**src/rtl/axi2core_pkg.sv**
```systemverilog
// Shared types and constants for the AXI4 subordinate to core memory bridge.
package axi2core_pkg;

  localparam int unsigned LEN_W   = 8;
  localparam int unsigned SIZE_W  = 3;
  localparam int unsigned BURST_W = 2;
  localparam int unsigned RESP_W  = 2;

  typedef enum logic [RESP_W-1:0] {
    RESP_OKAY   = 2'b00,
    RESP_EXOKAY = 2'b01,
    RESP_SLVERR = 2'b10,
    RESP_DECERR = 2'b11
  } resp_e;

  typedef enum logic [BURST_W-1:0] {
    BURST_FIXED = 2'b00,
    BURST_INCR  = 2'b01,
    BURST_WRAP  = 2'b10
  } burst_e;

  typedef enum logic [2:0] {
    IDLE, RD_REQ, RD_WAIT, RD_RESP, WR_DATA, WR_REQ, WR_WAIT, WR_RESP
  } state_e;

  // Number of address bits that select a byte within one data word.
  function automatic int unsigned offs_w(input int unsigned data_w);
    return $clog2(data_w / 8);
  endfunction

endpackage

```
**src/rtl/axi_bus.sv**
```systemverilog
// AXI4 bus bundle carrying the channels this bridge uses.
interface AXI_BUS #(
  parameter int unsigned AXI_ADDR_WIDTH = 32,
  parameter int unsigned AXI_DATA_WIDTH = 32,
  parameter int unsigned AXI_ID_WIDTH   = 16,
  parameter int unsigned AXI_USER_WIDTH = 10
);
  localparam int unsigned AXI_STRB_WIDTH = AXI_DATA_WIDTH / 8;

  logic                      aw_valid, aw_ready;
  logic [AXI_ID_WIDTH-1:0]   aw_id;
  logic [AXI_ADDR_WIDTH-1:0] aw_addr;
  logic [7:0]                aw_len;
  logic [2:0]                aw_size;
  logic [1:0]                aw_burst;

  logic                      ar_valid, ar_ready;
  logic [AXI_ID_WIDTH-1:0]   ar_id;
  logic [AXI_ADDR_WIDTH-1:0] ar_addr;
  logic [7:0]                ar_len;
  logic [2:0]                ar_size;
  logic [1:0]                ar_burst;

  logic                      w_valid, w_ready, w_last;
  logic [AXI_DATA_WIDTH-1:0] w_data;
  logic [AXI_STRB_WIDTH-1:0] w_strb;

  logic                      r_valid, r_ready, r_last;
  logic [AXI_ID_WIDTH-1:0]   r_id;
  logic [AXI_DATA_WIDTH-1:0] r_data;
  logic [1:0]                r_resp;
  logic [AXI_USER_WIDTH-1:0] r_user;

  logic                      b_valid, b_ready;
  logic [AXI_ID_WIDTH-1:0]   b_id;
  logic [1:0]                b_resp;
  logic [AXI_USER_WIDTH-1:0] b_user;

  modport Master (
    output aw_valid, aw_id, aw_addr, aw_len, aw_size, aw_burst, input aw_ready,
    output ar_valid, ar_id, ar_addr, ar_len, ar_size, ar_burst, input ar_ready,
    output w_valid, w_data, w_strb, w_last, input w_ready,
    input r_valid, r_id, r_data, r_resp, r_last, r_user, output r_ready,
    input b_valid, b_id, b_resp, b_user, output b_ready
  );

  modport Slave (
    input aw_valid, aw_id, aw_addr, aw_len, aw_size, aw_burst, output aw_ready,
    input ar_valid, ar_id, ar_addr, ar_len, ar_size, ar_burst, output ar_ready,
    input w_valid, w_data, w_strb, w_last, output w_ready,
    output r_valid, r_id, r_data, r_resp, r_last, r_user, input r_ready,
    output b_valid, b_id, b_resp, b_user, input b_ready
  );
endinterface

```
**src/rtl/axi2core_addr_gen.sv**
```systemverilog
// Next beat address and unsupported-burst detection; purely combinational.
module axi2core_addr_gen
  import axi2core_pkg::*;
#(
  parameter int unsigned ADDR_W = 32,
  parameter int unsigned DATA_W = 32
) (
  input  logic [ADDR_W-1:0]  addr_i,
  input  logic [SIZE_W-1:0]  size_i,
  input  logic [BURST_W-1:0] burst_i,
  output logic [ADDR_W-1:0]  next_addr_o,
  output logic               err_o
);
  localparam int unsigned OFFS_W = offs_w(DATA_W);

  always_comb begin
    err_o = (burst_i == BURST_WRAP) || (burst_i == 2'b11) || (32'(size_i) > OFFS_W);
    next_addr_o = (burst_i == BURST_FIXED) ? addr_i : addr_i + (ADDR_W'(1) << size_i);
  end
endmodule

```
**src/rtl/axi2core.sv**
```systemverilog
// AXI4 subordinate that replays bursts beat by beat on a req/gnt/rvalid memory port.
module axi2core
  import axi2core_pkg::*;
#(
  parameter int unsigned AXI_ADDR_WIDTH = 32,
  parameter int unsigned AXI_DATA_WIDTH = 32,
  parameter int unsigned AXI_ID_WIDTH   = 16,
  parameter int unsigned AXI_USER_WIDTH = 10
) (
  input  logic                        clk_i,
  input  logic                        rst_i,
  output logic                        data_req_o,
  input  logic                        data_gnt_i,
  input  logic                        data_rvalid_i,
  output logic [AXI_ADDR_WIDTH-1:0]   data_addr_o,
  output logic                        data_we_o,
  output logic [AXI_DATA_WIDTH/8-1:0] data_be_o,
  output logic [AXI_DATA_WIDTH-1:0]   data_wdata_o,
  input  logic [AXI_DATA_WIDTH-1:0]   data_rdata_i,
  AXI_BUS.Slave                       AXI_Slave
);
  localparam int unsigned BE_W = AXI_DATA_WIDTH / 8;

  state_e                    state_q, state_d;
  logic [AXI_ID_WIDTH-1:0]   id_q, id_d;
  logic [AXI_ADDR_WIDTH-1:0] addr_q, addr_d, ag_next;
  logic [LEN_W-1:0]          len_q, len_d, cnt_q, cnt_d;
  logic [SIZE_W-1:0]         size_q, size_d, ag_size;
  logic [BURST_W-1:0]        burst_q, burst_d, ag_burst;
  logic                      err_q, err_d, ag_err;
  logic                      last_wr_q, last_wr_d;
  logic [AXI_DATA_WIDTH-1:0] rdata_q, rdata_d, wdata_q, wdata_d;
  logic [BE_W-1:0]           wstrb_q, wstrb_d;
  logic                      sel_rd, sel_wr, beat_last;
  logic                      unused_c;

  assign unused_c  = AXI_Slave.w_last;
  // Round robin: on a tie the channel not served last wins.
  assign sel_rd    = AXI_Slave.ar_valid & (~AXI_Slave.aw_valid | last_wr_q);
  assign sel_wr    = AXI_Slave.aw_valid & ~sel_rd;
  assign beat_last = (cnt_q == len_q);

  // In IDLE the generator screens the incoming request, otherwise the latched one.
  always_comb begin
    ag_size  = size_q;
    ag_burst = burst_q;
    if (state_q == IDLE) begin
      ag_size  = sel_rd ? AXI_Slave.ar_size  : AXI_Slave.aw_size;
      ag_burst = sel_rd ? AXI_Slave.ar_burst : AXI_Slave.aw_burst;
    end
  end

  axi2core_addr_gen #(.ADDR_W(AXI_ADDR_WIDTH), .DATA_W(AXI_DATA_WIDTH)) u_addr_gen (
    .addr_i      (addr_q),
    .size_i      (ag_size),
    .burst_i     (ag_burst),
    .next_addr_o (ag_next),
    .err_o       (ag_err)
  );

  always_ff @(posedge clk_i) begin
    if (rst_i) begin
      state_q   <= IDLE;
      id_q      <= '0;
      addr_q    <= '0;
      len_q     <= '0;
      cnt_q     <= '0;
      size_q    <= '0;
      burst_q   <= '0;
      err_q     <= 1'b0;
      last_wr_q <= 1'b1;
      rdata_q   <= '0;
      wdata_q   <= '0;
      wstrb_q   <= '0;
    end else begin
      state_q   <= state_d;
      id_q      <= id_d;
      addr_q    <= addr_d;
      len_q     <= len_d;
      cnt_q     <= cnt_d;
      size_q    <= size_d;
      burst_q   <= burst_d;
      err_q     <= err_d;
      last_wr_q <= last_wr_d;
      rdata_q   <= rdata_d;
      wdata_q   <= wdata_d;
      wstrb_q   <= wstrb_d;
    end
  end

  always_comb begin
    state_d   = state_q;
    id_d      = id_q;
    addr_d    = addr_q;
    len_d     = len_q;
    cnt_d     = cnt_q;
    size_d    = size_q;
    burst_d   = burst_q;
    err_d     = err_q;
    last_wr_d = last_wr_q;
    rdata_d   = rdata_q;
    wdata_d   = wdata_q;
    wstrb_d   = wstrb_q;
    unique case (state_q)
      IDLE: begin
        if (sel_rd) begin
          id_d      = AXI_Slave.ar_id;
          addr_d    = AXI_Slave.ar_addr;
          len_d     = AXI_Slave.ar_len;
          size_d    = AXI_Slave.ar_size;
          burst_d   = AXI_Slave.ar_burst;
          cnt_d     = '0;
          err_d     = ag_err;
          rdata_d   = '0;
          last_wr_d = 1'b0;
          state_d   = ag_err ? RD_RESP : RD_REQ;
        end else if (sel_wr) begin
          id_d      = AXI_Slave.aw_id;
          addr_d    = AXI_Slave.aw_addr;
          len_d     = AXI_Slave.aw_len;
          size_d    = AXI_Slave.aw_size;
          burst_d   = AXI_Slave.aw_burst;
          cnt_d     = '0;
          err_d     = ag_err;
          last_wr_d = 1'b1;
          state_d   = WR_DATA;
        end
      end
      RD_REQ:  if (data_gnt_i) state_d = RD_WAIT;
      RD_WAIT: begin
        if (data_rvalid_i) begin
          rdata_d = data_rdata_i;
          state_d = RD_RESP;
        end
      end
      RD_RESP: begin
        if (AXI_Slave.r_ready) begin
          if (beat_last) begin
            state_d = IDLE;
          end else begin
            cnt_d   = cnt_q + LEN_W'(1);
            addr_d  = ag_next;
            state_d = err_q ? RD_RESP : RD_REQ;
          end
        end
      end
      WR_DATA: begin
        if (AXI_Slave.w_valid) begin
          if (!err_q) begin
            wdata_d = AXI_Slave.w_data;
            wstrb_d = AXI_Slave.w_strb;
            state_d = WR_REQ;
          end else if (beat_last) begin
            state_d = WR_RESP;
          end else begin
            cnt_d = cnt_q + LEN_W'(1);
          end
        end
      end
      WR_REQ:  if (data_gnt_i) state_d = WR_WAIT;
      WR_WAIT: begin
        if (data_rvalid_i) begin
          if (beat_last) begin
            state_d = WR_RESP;
          end else begin
            cnt_d   = cnt_q + LEN_W'(1);
            addr_d  = ag_next;
            state_d = WR_DATA;
          end
        end
      end
      WR_RESP: if (AXI_Slave.b_ready) state_d = IDLE;
      default: state_d = IDLE;
    endcase
  end

  always_comb begin
    data_req_o         = 1'b0;
    data_we_o          = 1'b0;
    data_addr_o        = '0;
    data_be_o          = '0;
    data_wdata_o       = '0;
    AXI_Slave.ar_ready = 1'b0;
    AXI_Slave.aw_ready = 1'b0;
    AXI_Slave.w_ready  = 1'b0;
    AXI_Slave.r_valid  = 1'b0;
    AXI_Slave.r_last   = 1'b0;
    AXI_Slave.r_resp   = RESP_OKAY;
    AXI_Slave.r_data   = rdata_q;
    AXI_Slave.r_id     = id_q;
    AXI_Slave.r_user   = '0;
    AXI_Slave.b_valid  = 1'b0;
    AXI_Slave.b_resp   = RESP_OKAY;
    AXI_Slave.b_id     = id_q;
    AXI_Slave.b_user   = '0;
    unique case (state_q)
      IDLE: begin
        AXI_Slave.ar_ready = sel_rd & ~rst_i;
        AXI_Slave.aw_ready = sel_wr & ~rst_i;
      end
      RD_REQ: begin
        data_req_o  = 1'b1;
        data_addr_o = addr_q & ~AXI_ADDR_WIDTH'(BE_W - 1);
        data_be_o   = '1;
      end
      RD_RESP: begin
        AXI_Slave.r_valid = 1'b1;
        AXI_Slave.r_last  = beat_last;
        AXI_Slave.r_resp  = err_q ? RESP_SLVERR : RESP_OKAY;
      end
      WR_DATA: AXI_Slave.w_ready = 1'b1;
      WR_REQ: begin
        data_req_o   = 1'b1;
        data_we_o    = 1'b1;
        data_addr_o  = addr_q & ~AXI_ADDR_WIDTH'(BE_W - 1);
        data_be_o    = wstrb_q;
        data_wdata_o = wdata_q;
      end
      WR_RESP: begin
        AXI_Slave.b_valid = 1'b1;
        AXI_Slave.b_resp  = err_q ? RESP_SLVERR : RESP_OKAY;
      end
      default: ;
    endcase
  end
endmodule

```
**src/flat_wrapper.sv**
```systemverilog
// flat-port wrapper written by rule: the top's interface ports become plain ports
module axi2core_flat import axi2core_pkg::*;
#(
  parameter int unsigned AXI_ADDR_WIDTH = 32,
  parameter int unsigned AXI_DATA_WIDTH = 32,
  parameter int unsigned AXI_ID_WIDTH   = 16,
  parameter int unsigned AXI_USER_WIDTH = 10
)
  (clk_i, rst_i, data_req_o, data_gnt_i, data_rvalid_i, data_addr_o, data_we_o, data_be_o, data_wdata_o, data_rdata_i, AXI_Slave_aw_valid, AXI_Slave_aw_id, AXI_Slave_aw_addr, AXI_Slave_aw_len, AXI_Slave_aw_size, AXI_Slave_aw_burst, AXI_Slave_aw_ready, AXI_Slave_ar_valid, AXI_Slave_ar_id, AXI_Slave_ar_addr, AXI_Slave_ar_len, AXI_Slave_ar_size, AXI_Slave_ar_burst, AXI_Slave_ar_ready, AXI_Slave_w_valid, AXI_Slave_w_data, AXI_Slave_w_strb, AXI_Slave_w_last, AXI_Slave_w_ready, AXI_Slave_r_valid, AXI_Slave_r_id, AXI_Slave_r_data, AXI_Slave_r_resp, AXI_Slave_r_last, AXI_Slave_r_user, AXI_Slave_r_ready, AXI_Slave_b_valid, AXI_Slave_b_id, AXI_Slave_b_resp, AXI_Slave_b_user, AXI_Slave_b_ready);
  AXI_BUS #(.AXI_ADDR_WIDTH(AXI_ADDR_WIDTH), .AXI_DATA_WIDTH(AXI_DATA_WIDTH), .AXI_ID_WIDTH(AXI_ID_WIDTH), .AXI_USER_WIDTH(AXI_USER_WIDTH)) AXI_Slave_i ();
  input  logic clk_i;
  input  logic rst_i;
  output logic data_req_o;
  input  logic data_gnt_i;
  input  logic data_rvalid_i;
  output logic [AXI_ADDR_WIDTH-1:0] data_addr_o;
  output logic data_we_o;
  output logic [AXI_DATA_WIDTH/8-1:0] data_be_o;
  output logic [AXI_DATA_WIDTH-1:0] data_wdata_o;
  input  logic [AXI_DATA_WIDTH-1:0] data_rdata_i;
  input wire logic [$bits(AXI_Slave_i.aw_valid)-1:0] AXI_Slave_aw_valid;
  input wire logic [$bits(AXI_Slave_i.aw_id)-1:0] AXI_Slave_aw_id;
  input wire logic [$bits(AXI_Slave_i.aw_addr)-1:0] AXI_Slave_aw_addr;
  input wire logic [$bits(AXI_Slave_i.aw_len)-1:0] AXI_Slave_aw_len;
  input wire logic [$bits(AXI_Slave_i.aw_size)-1:0] AXI_Slave_aw_size;
  input wire logic [$bits(AXI_Slave_i.aw_burst)-1:0] AXI_Slave_aw_burst;
  output wire logic [$bits(AXI_Slave_i.aw_ready)-1:0] AXI_Slave_aw_ready;
  input wire logic [$bits(AXI_Slave_i.ar_valid)-1:0] AXI_Slave_ar_valid;
  input wire logic [$bits(AXI_Slave_i.ar_id)-1:0] AXI_Slave_ar_id;
  input wire logic [$bits(AXI_Slave_i.ar_addr)-1:0] AXI_Slave_ar_addr;
  input wire logic [$bits(AXI_Slave_i.ar_len)-1:0] AXI_Slave_ar_len;
  input wire logic [$bits(AXI_Slave_i.ar_size)-1:0] AXI_Slave_ar_size;
  input wire logic [$bits(AXI_Slave_i.ar_burst)-1:0] AXI_Slave_ar_burst;
  output wire logic [$bits(AXI_Slave_i.ar_ready)-1:0] AXI_Slave_ar_ready;
  input wire logic [$bits(AXI_Slave_i.w_valid)-1:0] AXI_Slave_w_valid;
  input wire logic [$bits(AXI_Slave_i.w_data)-1:0] AXI_Slave_w_data;
  input wire logic [$bits(AXI_Slave_i.w_strb)-1:0] AXI_Slave_w_strb;
  input wire logic [$bits(AXI_Slave_i.w_last)-1:0] AXI_Slave_w_last;
  output wire logic [$bits(AXI_Slave_i.w_ready)-1:0] AXI_Slave_w_ready;
  output wire logic [$bits(AXI_Slave_i.r_valid)-1:0] AXI_Slave_r_valid;
  output wire logic [$bits(AXI_Slave_i.r_id)-1:0] AXI_Slave_r_id;
  output wire logic [$bits(AXI_Slave_i.r_data)-1:0] AXI_Slave_r_data;
  output wire logic [$bits(AXI_Slave_i.r_resp)-1:0] AXI_Slave_r_resp;
  output wire logic [$bits(AXI_Slave_i.r_last)-1:0] AXI_Slave_r_last;
  output wire logic [$bits(AXI_Slave_i.r_user)-1:0] AXI_Slave_r_user;
  input wire logic [$bits(AXI_Slave_i.r_ready)-1:0] AXI_Slave_r_ready;
  output wire logic [$bits(AXI_Slave_i.b_valid)-1:0] AXI_Slave_b_valid;
  output wire logic [$bits(AXI_Slave_i.b_id)-1:0] AXI_Slave_b_id;
  output wire logic [$bits(AXI_Slave_i.b_resp)-1:0] AXI_Slave_b_resp;
  output wire logic [$bits(AXI_Slave_i.b_user)-1:0] AXI_Slave_b_user;
  input wire logic [$bits(AXI_Slave_i.b_ready)-1:0] AXI_Slave_b_ready;
  assign AXI_Slave_i.aw_valid = AXI_Slave_aw_valid;
  assign AXI_Slave_i.aw_id = AXI_Slave_aw_id;
  assign AXI_Slave_i.aw_addr = AXI_Slave_aw_addr;
  assign AXI_Slave_i.aw_len = AXI_Slave_aw_len;
  assign AXI_Slave_i.aw_size = AXI_Slave_aw_size;
  assign AXI_Slave_i.aw_burst = AXI_Slave_aw_burst;
  assign AXI_Slave_aw_ready = AXI_Slave_i.aw_ready;
  assign AXI_Slave_i.ar_valid = AXI_Slave_ar_valid;
  assign AXI_Slave_i.ar_id = AXI_Slave_ar_id;
  assign AXI_Slave_i.ar_addr = AXI_Slave_ar_addr;
  assign AXI_Slave_i.ar_len = AXI_Slave_ar_len;
  assign AXI_Slave_i.ar_size = AXI_Slave_ar_size;
  assign AXI_Slave_i.ar_burst = AXI_Slave_ar_burst;
  assign AXI_Slave_ar_ready = AXI_Slave_i.ar_ready;
  assign AXI_Slave_i.w_valid = AXI_Slave_w_valid;
  assign AXI_Slave_i.w_data = AXI_Slave_w_data;
  assign AXI_Slave_i.w_strb = AXI_Slave_w_strb;
  assign AXI_Slave_i.w_last = AXI_Slave_w_last;
  assign AXI_Slave_w_ready = AXI_Slave_i.w_ready;
  assign AXI_Slave_r_valid = AXI_Slave_i.r_valid;
  assign AXI_Slave_r_id = AXI_Slave_i.r_id;
  assign AXI_Slave_r_data = AXI_Slave_i.r_data;
  assign AXI_Slave_r_resp = AXI_Slave_i.r_resp;
  assign AXI_Slave_r_last = AXI_Slave_i.r_last;
  assign AXI_Slave_r_user = AXI_Slave_i.r_user;
  assign AXI_Slave_i.r_ready = AXI_Slave_r_ready;
  assign AXI_Slave_b_valid = AXI_Slave_i.b_valid;
  assign AXI_Slave_b_id = AXI_Slave_i.b_id;
  assign AXI_Slave_b_resp = AXI_Slave_i.b_resp;
  assign AXI_Slave_b_user = AXI_Slave_i.b_user;
  assign AXI_Slave_i.b_ready = AXI_Slave_b_ready;
  axi2core #(.AXI_ADDR_WIDTH(AXI_ADDR_WIDTH), .AXI_DATA_WIDTH(AXI_DATA_WIDTH), .AXI_ID_WIDTH(AXI_ID_WIDTH), .AXI_USER_WIDTH(AXI_USER_WIDTH)) u_core (.clk_i(clk_i), .rst_i(rst_i), .data_req_o(data_req_o), .data_gnt_i(data_gnt_i), .data_rvalid_i(data_rvalid_i), .data_addr_o(data_addr_o), .data_we_o(data_we_o), .data_be_o(data_be_o), .data_wdata_o(data_wdata_o), .data_rdata_i(data_rdata_i), .AXI_Slave(AXI_Slave_i));
endmodule
```
**config.mk**
```make
export PLATFORM = sky130hd
export DESIGN_NAME = axi2core_flat
export DESIGN_NICKNAME = d
export VERILOG_FILES = /design/src/rtl/axi2core_pkg.sv /design/src/rtl/axi_bus.sv /design/src/rtl/axi2core_addr_gen.sv /design/src/rtl/axi2core.sv /design/src/flat_wrapper.sv
export SDC_FILE = /design/constraint.sdc
export NUM_CORES = 1
export LEC_CHECK = 0
export ABC_CLOCK_PERIOD_IN_PS = 4270
export CAP_MARGIN = 10
export CORE_UTILIZATION = 39
export DETAILED_ROUTE_END_ITERATION = 16
export GPL_TIMING_DRIVEN = 0
export PLACE_DENSITY = 0.78
export SLEW_MARGIN = 0
export SYNTH_ARGS = -nofsm -noshare
export SYNTH_HDL_FRONTEND = slang
export SYNTH_SLANG_ARGS = --single-unit
export TNS_END_PERCENT = 30
```
**constraint.sdc**
```tcl
create_clock -name clk_i -period 4.27 [get_ports clk_i]
set_clock_uncertainty 0.05 [all_clocks]
set_input_delay 1.281 -clock clk_i [delete_from_list [all_inputs] [get_ports clk_i]]
set_output_delay 1.281 -clock clk_i [all_outputs]
set_load 0.05 [all_outputs]
```
==> results.md, run 1 <==
- # rows: 52
- Post-synthesis cell type count: 66
- Met3 usage: 5.09%
- Status: complete, no violations
- Initial antenna violation count: 0
- Ratio of cells with drive above 1 in the final layout: approximately a tenth
- Drt drc: 0
- Reg2reg path depth: 15
- Combinational fraction of design power: a little over half
- Post-synth EDFFs: 0
- RSZ-0062 raised after global routing: no
- HPWL after DPL: 24.2 mm
- Vias in the first global route: 8999
- Nets: 1712
- Worst vdd ir: 0.320 mV
- Placed Instances: 1750
- IO buf count: roughly 340
- DRT Pass-1 Iters: 7
- Post-Route WL: 32.3 mm
- Antenna viol nets, final: 0
- Synthesis-to-layout area growth: 55.2%
- R2R Setup Slk: 0.32 ns
- Most area-hungry cell type in the Yosys netlist: dfxtp_1
- Top area cells in the synthesized netlist: dfxtp_1, nand2_1, a21oi_1
- Pwr/cell area: 572 mW/mm²
- Top cells by count, synth: nand2_1, dfxtp_1, a21oi_1, nor2_1, clkbuf_1
- GR peak layer: met2
- Flop pwr share: between 20% and 30%
- Starting Density: 40.2%
- Clock Path Buffers: 2
- Fin. Hold Viols: 0
- Place WS: -1.79 ns
- Largest stage delay, worst path: 0.40 ns
- Initial DRC count: 779
- Clock latency at the later pin of the worst-skew pair: about 0.43 ns
- Total grt overflow: 0
- P_int: 3.88 mW
- I/O pin count: roughly 360
- R2R Path Start: u_core.state_q[0]
- Worst EP required: 2.94 ns
- CTS Hold Buffers Added: 0
- Clock power frac: around 22%
- FILL cells: 1890
- CP arrival: ~2.8 ns
- H-tree depth: 4
- GP Congestion: 0.937
- Clock slew seen by the registers of the worst setup and hold paths: 0.06 ns
- Cell Area, Synth: roughly 0.008 mm²
- DR WL/cell: 18.1 µm
- Clock Tree Root: clkbuf_16
- Worst path slowest cell: clkbuf_1
- Fin crit period: 4.16 ns
- Die area: ~0.022 mm²
- Synthesis-stage register bit count: between 100 and 150
- Total Routing Usage GR: 29.0%
- Slew HR: 26.2%
- Final period util: 97.3%
- Via density: 5.36
- Most frequent cell after synthesis: nand2_1
- Critical Setup Path Class: in -> out
- Core ar.: 0.0204 mm²
- Post-synth ARST share: 0%
- First-pass GRT wire length: approximately 49 mm
- CP Max Fanout: 10
- Final setup fails: 0
- Worst Slack Setup Final: 0.114 ns
- Top-area cell type share of the netlist area: 34.6%
- Die height: 147 µm
- Hold WC Path Type: reg -> reg
- End of the worst register-to-register path: u_core.addr_q[26]
- CTS tree: yes
- Crit. End Element: output port
- Post-Layout Cell Count: 1785
- DR vias: between 9000 and 10000
- Number of max-cap violations: 0
- CTS buffer count: 17
- # diodes: 0
- # clock sinks: 142
- Mean Syn Cell Area: 7.32 µm²
- Synth warn: 0
- Met2 Use GR: between 40% and 50%
- Leakage: 5.10 nW
- Met1 usage: 37.4%
- Cell Chain, Critical Path: clkbuf_1 -> clkbuf_2 -> clkbuf_2 -> nor3_2 -> clkdlybuf4s15_2
- Register area share after synthesis: 34.6%
- Sw frac: 46.7%
- Worst setup path startpoint: rst_i
- Fmax achieved: between 200 and 250 MHz
- Switch Pwr: around 3.4 mW
- Worst path most repeated cell: clkbuf_2
- Largest net degree at the start of global routing: 20
- Die width: 147 µm
- Cell count after synthesis: between 1000 and 1500
- Slew Limit Fails: 0
- CP Launch Type: input port
- Main synth FF type: dfxtp_1
- Worst-margin pin slew: 1.10 ns
- Crit path to: AXI_Slave_aw_ready
sequential cells by signal, indices dropped and copies added, names as in the netlist:
register,count
u_core.AXI_Slave.b_id,16
u_core.wstrb_q,4
u_core.AXI_Slave.r_data,32
u_core.size_q,3
u_core.state_q,3
u_core.err_q,1
u_core.wdata_q,32
u_core.burst_q,2
u_core.addr_q,32
u_core.cnt_q,8
u_core.last_wr_q,1
u_core.len_q,8
layout make-up:
| type | instances | area [µm²] | share of cell area (%) |
|---|---|---|---|
| repair buffers | 342 | 3360 | 26.4 |
| clock buffers | 18 | 429 | 3.37 |
| inverters | 12 | 45.0 | 0.354 |
| plain buffers | 125 | 666 | 5.23 |
| multi-input cells | 862 | 4880 | 38.3 |
| clock inverters | 14 | 181 | 1.42 |
| well taps | 270 | 338 | 2.65 |
| flip-flops and latches | 142 | 2840 | 22.3 |
power groups by stage:
stage	Combinational, mW	Clock [mW]	Sequential [mW]
floorplan	2.25	0	2.11
global placement	3.66	0	1.90
detailed placement	3.69	0	1.90
CTS	3.74	1.59	1.88
global route	4.07	1.65	1.92
finish	3.80	1.59	1.89
critical path, delay by kind of cell:
family / cells / cell delay (ns)
and+or+nand+nor: 1 / 0.09
buffers and inverters: 4 / 1.44
cells by family after synthesis:
| logic type | after synthesis | synth area share, % |
|---|---|---|
| buf+inv | 140 | 8.58 |
| fa+ha+maj | 10 | 1.62 |
| xor+xnor | 16 | 1.71 |
| flops | 142 | 34.6 |
| mux | 18 | 2.21 |
| simple gates | 522 | 29.8 |
| compound gates | 272 | 21.4 |
| other cells | 1 | 0.0457 |
how the worst min path moves through the flow:
stage | start | endpoint | slack, ns | cells after the start
2_1_floorplan | u_core.last_wr_q | u_core.last_wr_q | 0.38 | 2
3_3_place_gp | u_core.wdata_q[27] | u_core.wdata_q[27] | 0.39 | 2
3_5_place_dp | u_core.wdata_q[22] | u_core.wdata_q[22] | 0.39 | 2
4_1_cts | u_core.AXI_Slave.r_data[31] | u_core.AXI_Slave.r_data[31] | 0.40 | 2
5_1_grt | u_core.wdata_q[10] | u_core.wdata_q[10] | 0.42 | 2
6_report | u_core.AXI_Slave.r_data[23] | u_core.AXI_Slave.r_data[23] | 0.40 | 2
routing by layer:
metal  part of all wire [%]  vias to the layer above
li1                       -                     4640
met5                      0                        -
met2                     47                      409
met4                    2.9                        0
met3                    6.4                       69
met1                     43                     4446
metrics by stage:
stage | hold slack [ns] | utilization, % | power [mW] | TNS (ns) | instance area, µm²
global route | 0.418 | 62.4 | 7.65 | 0 | 12700
floorplan | 0.381 | - | 4.35 | -0.260 | 8300
CTS | 0.401 | 62.1 | 7.20 | 0 | 12700
finish | 0.400 | 62.4 | 7.28 | 0 | 12700
detailed placement | 0.393 | 58.8 | 5.59 | -39.49 | 12000
global placement | 0.387 | 58.8 | 5.56 | -39.61 | 12000
placed cells by master, fill, tap and decap left out, types with 7 or more instances in the layout:
cell type,count
clkdlybuf4s50_1,273
nand2_1,240
dfxtp_1,142
a21oi_1,129
nor2_1,75
clkbuf_1,66
nand3_1,52
dlygate4sd2_1,49
buf_4,46
and3_1,40
and2_1,36
a311oi_1,33
conb_1,24
nor3_1,17
clkbuf_16,17
o21ai_0,16
xnor2_1,15
mux2i_1,14
a31oi_1,14
o211ai_1,13
inv_1,12
buf_2,11
clkdlybuf4s15_2,11
nand2b_1,8
nand4_1,8
nand3b_1,8
a211oi_1,8
clkbuf_2,7
a21o_1,7
ha_1,7
timing repair:
action | 4_1_cts | 5_1_grt
gates resized for setup | 111 | 11
pin swaps | 4 | 3
buffers inserted | 4 | 2
setup endpoints to repair | 92 | 46
(Power assumes the default switching activity.)
==> inputs of run 2 (changes only) <==
- CORE_MARGIN: default -> 4
- CTS_CLUSTER_DIAMETER: default -> 80
==> run 2 against run 1 <==
  * Clock power is essentially flat
  * Cell area rose by 0.67%
  * Cell count unchanged
  * Global-route usage is 1.5 points lower
  * First-iteration DRC count grew 17%
==> results.md, run 2 (synthesis gave the netlist of run 1 again) <==
- Most frequent cells in the layout: clkdlybuf4s50_1, nand2_1, dfxtp_1, a21oi_1, nor2_1 (unchanged)
- Worst-margin pin slew: 1.06 ns (was 1.10 ns)
- First-pass GRT wire length: 51.9 mm (was 48.9 mm)
- Clock Tree Root: clkbuf_16 (unchanged)
- Place WS: -1.81 ns (was -1.79 ns)
- Die area: 0.0234 mm² (was 0.0216 mm²)
- Drt drc: 0 (unchanged)
- Pwr/cell area: 569 mW/mm² (was 572 mW/mm²)
- Fin. Hold Viols: 0 (unchanged)
- Fin crit period: 4.26 ns (was 4.16 ns)
- Worst Slack Setup Final: 0.0127 ns (was 0.114 ns)
- Initial DRC count: 908 (was 779)
- CP Max Fanout: 10 (unchanged)
- Nets: 1712 (unchanged)
- Status: complete, no violations (unchanged)
- Clock slew seen by the registers of the worst setup and hold paths: 0.06 ns (about the same)
- Slew Limit Fails: 0 (unchanged)
- Critical Setup Path Class: in -> out (unchanged)
- Die width: 153 µm (was 147 µm)
- CTS tree: yes (unchanged)
- Largest net degree at the start of global routing: 20 (unchanged)
- HPWL after DPL: 25.8 mm (was 24.2 mm)
- CP Launch Type: input port (unchanged)
- Number of max-cap violations: 0 (unchanged)
- Clock Path Buffers: 2 (unchanged)
- Final period util: 99.7% (was 97.3%)
- Core ar.: 0.0205 mm² (was 0.0204 mm²)
- Setup TNS: 0 ns (unchanged)
- Vias in the first global route: 9288 (was 8999)
- # diodes: 0 (unchanged)
- # rows: 52 (unchanged)
- Hold WC Path Type: reg -> reg (unchanged)
- IO buf count: 336 (unchanged)
- GP Congestion: 0.955 (was 0.937)
- Total grt overflow: 0 (unchanged)
- Die height: 153 µm (was 147 µm)
- Worst EP required: 2.94 ns (about the same)
- Post-Route WL: 33.7 mm (was 32.3 mm)
- Via density: 5.41 (was 5.36)
- RSZ-0062 raised after global routing: yes (was no)
- Fmax achieved: 235 MHz (was 241 MHz)
- Total Routing Usage GR: 27.5% (was 29.0%)
- CTS Hold Buffers Added: 0 (unchanged)
- Leakage: 5.46 nW (was 5.10 nW)
- DRT Pass-1 Iters: 6 (was 7)
- # clock sinks: 142 (unchanged)
- Pwr Total: 7.29 mW (was 7.28 mW)
- DR WL/cell: 18.9 µm (was 18.1 µm)
- I/O pin count: 364 (unchanged)
- Antenna viol nets, final: 0 (unchanged)
- Starting Density: 40.0% (was 40.2%)
- Synthesis-to-layout area growth: 56.3% (was 55.2%)
- Worst vdd ir: 0.305 mV (was 0.320 mV)
- CP arrival: 2.93 ns (was 2.82 ns)
- Most common library cell in the layout ignoring fill and taps: clkdlybuf4s50_1 (unchanged)
- Initial antenna violation count: 0 (unchanged)
- Crit. End Element: output port (unchanged)
- CTS buffer count: 17 (unchanged)
- H-tree depth: 4 (unchanged)
- DR vias: 9651 (was 9564)
- Final setup fails: 0 (unchanged)
- Clock latency at the later pin of the worst-skew pair: 0.42 ns (was 0.43 ns)
- Ratio of cells with drive above 1 in the final layout: 9.17% (was 9.31%)
- Slew HR: 29.0% (was 26.2%)
==> run 2: cell types whose count changed in the layout (fill, tap and decap cells not counted), moves of 2 or more <==
cell	previous run	this run
dlymetal6s2s_1	1	27
dlygate4sd2_1	49	23
clkbuf_2	7	3
ha_2	0	2
nor4_1	3	1
clkbuf_1	66	69
ha_4	2	0
==> run 2: area by class of cell <==
| type | instances | area, µm² |
|---|---|---|
| fillers | 1905 | 7670 |
| multi-input cells | 862 | 4870 |
| repair buffers | 341 | 3440 |
| flip-flops and latches | 142 | 2840 |
| plain buffers | 126 | 664 |
| clock buffers | 18 | 439 |
| well taps | 270 | 338 |
| clock inverters | 14 | 181 |
| inverters | 12 | 45.0 |
==> run 2: critical path: stages <==
cell             delay [ns]
clkbuf_1               0.33
clkbuf_1               0.48
clkbuf_2               0.39
nor3_2                 0.08
clkdlybuf4s15_2        0.35
==> run 2: where the power goes <==
part	leakage [nW]	internal (mW)	total [mW]	switching [mW]
combinational	4.01	1.31	3.82	2.51
sequential	1.16	1.63	1.88	0.254
clock	0.296	0.948	1.59	0.642
==> run 2: worst paths after layout <==
check / start / endpoint / cells past startpoint / slack [ns]
worst max register to register: u_core.state_q[0] / u_core.addr_q[26] / 15 / 0.20
worst max-delay path: rst_i / AXI_Slave_aw_ready / 5 / 0.01
worst min register to register: u_core.wdata_q[21] / u_core.wdata_q[21] / 2 / 0.40
worst min-delay path: u_core.wdata_q[21] / u_core.wdata_q[21] / 2 / 0.40
==> run 2: layer usage <==
metal | GRT usage [%] | wire (µm)
met1 | 35.3 | 14000
met2 | 44.6 | 16000
met3 | 6.64 | 2570
met4 | 11.0 | 1190
met5 | 0 | 0
==> run 2: metrics by stage <==
step	std cells	hold WS (ns)	util, %	area, µm²
after floorplan	1144	0.381	-	8300
after CTS	1784	0.402	62.1	12700
after global placement	1750	0.388	58.6	12000
after detailed placement	1750	0.393	58.6	12000
after global routing	1785	0.415	62.6	12800
final	1785	0.401	62.6	12800
==> run 2: repair_timing <==
action | in CTS | in global routing
hold endpoints to repair | 0 | 0
setup buffers | 4 | 1
setup endpoints to repair | 92 | 51
pin swaps | 4 | 2
gates resized for setup | 85 | 35
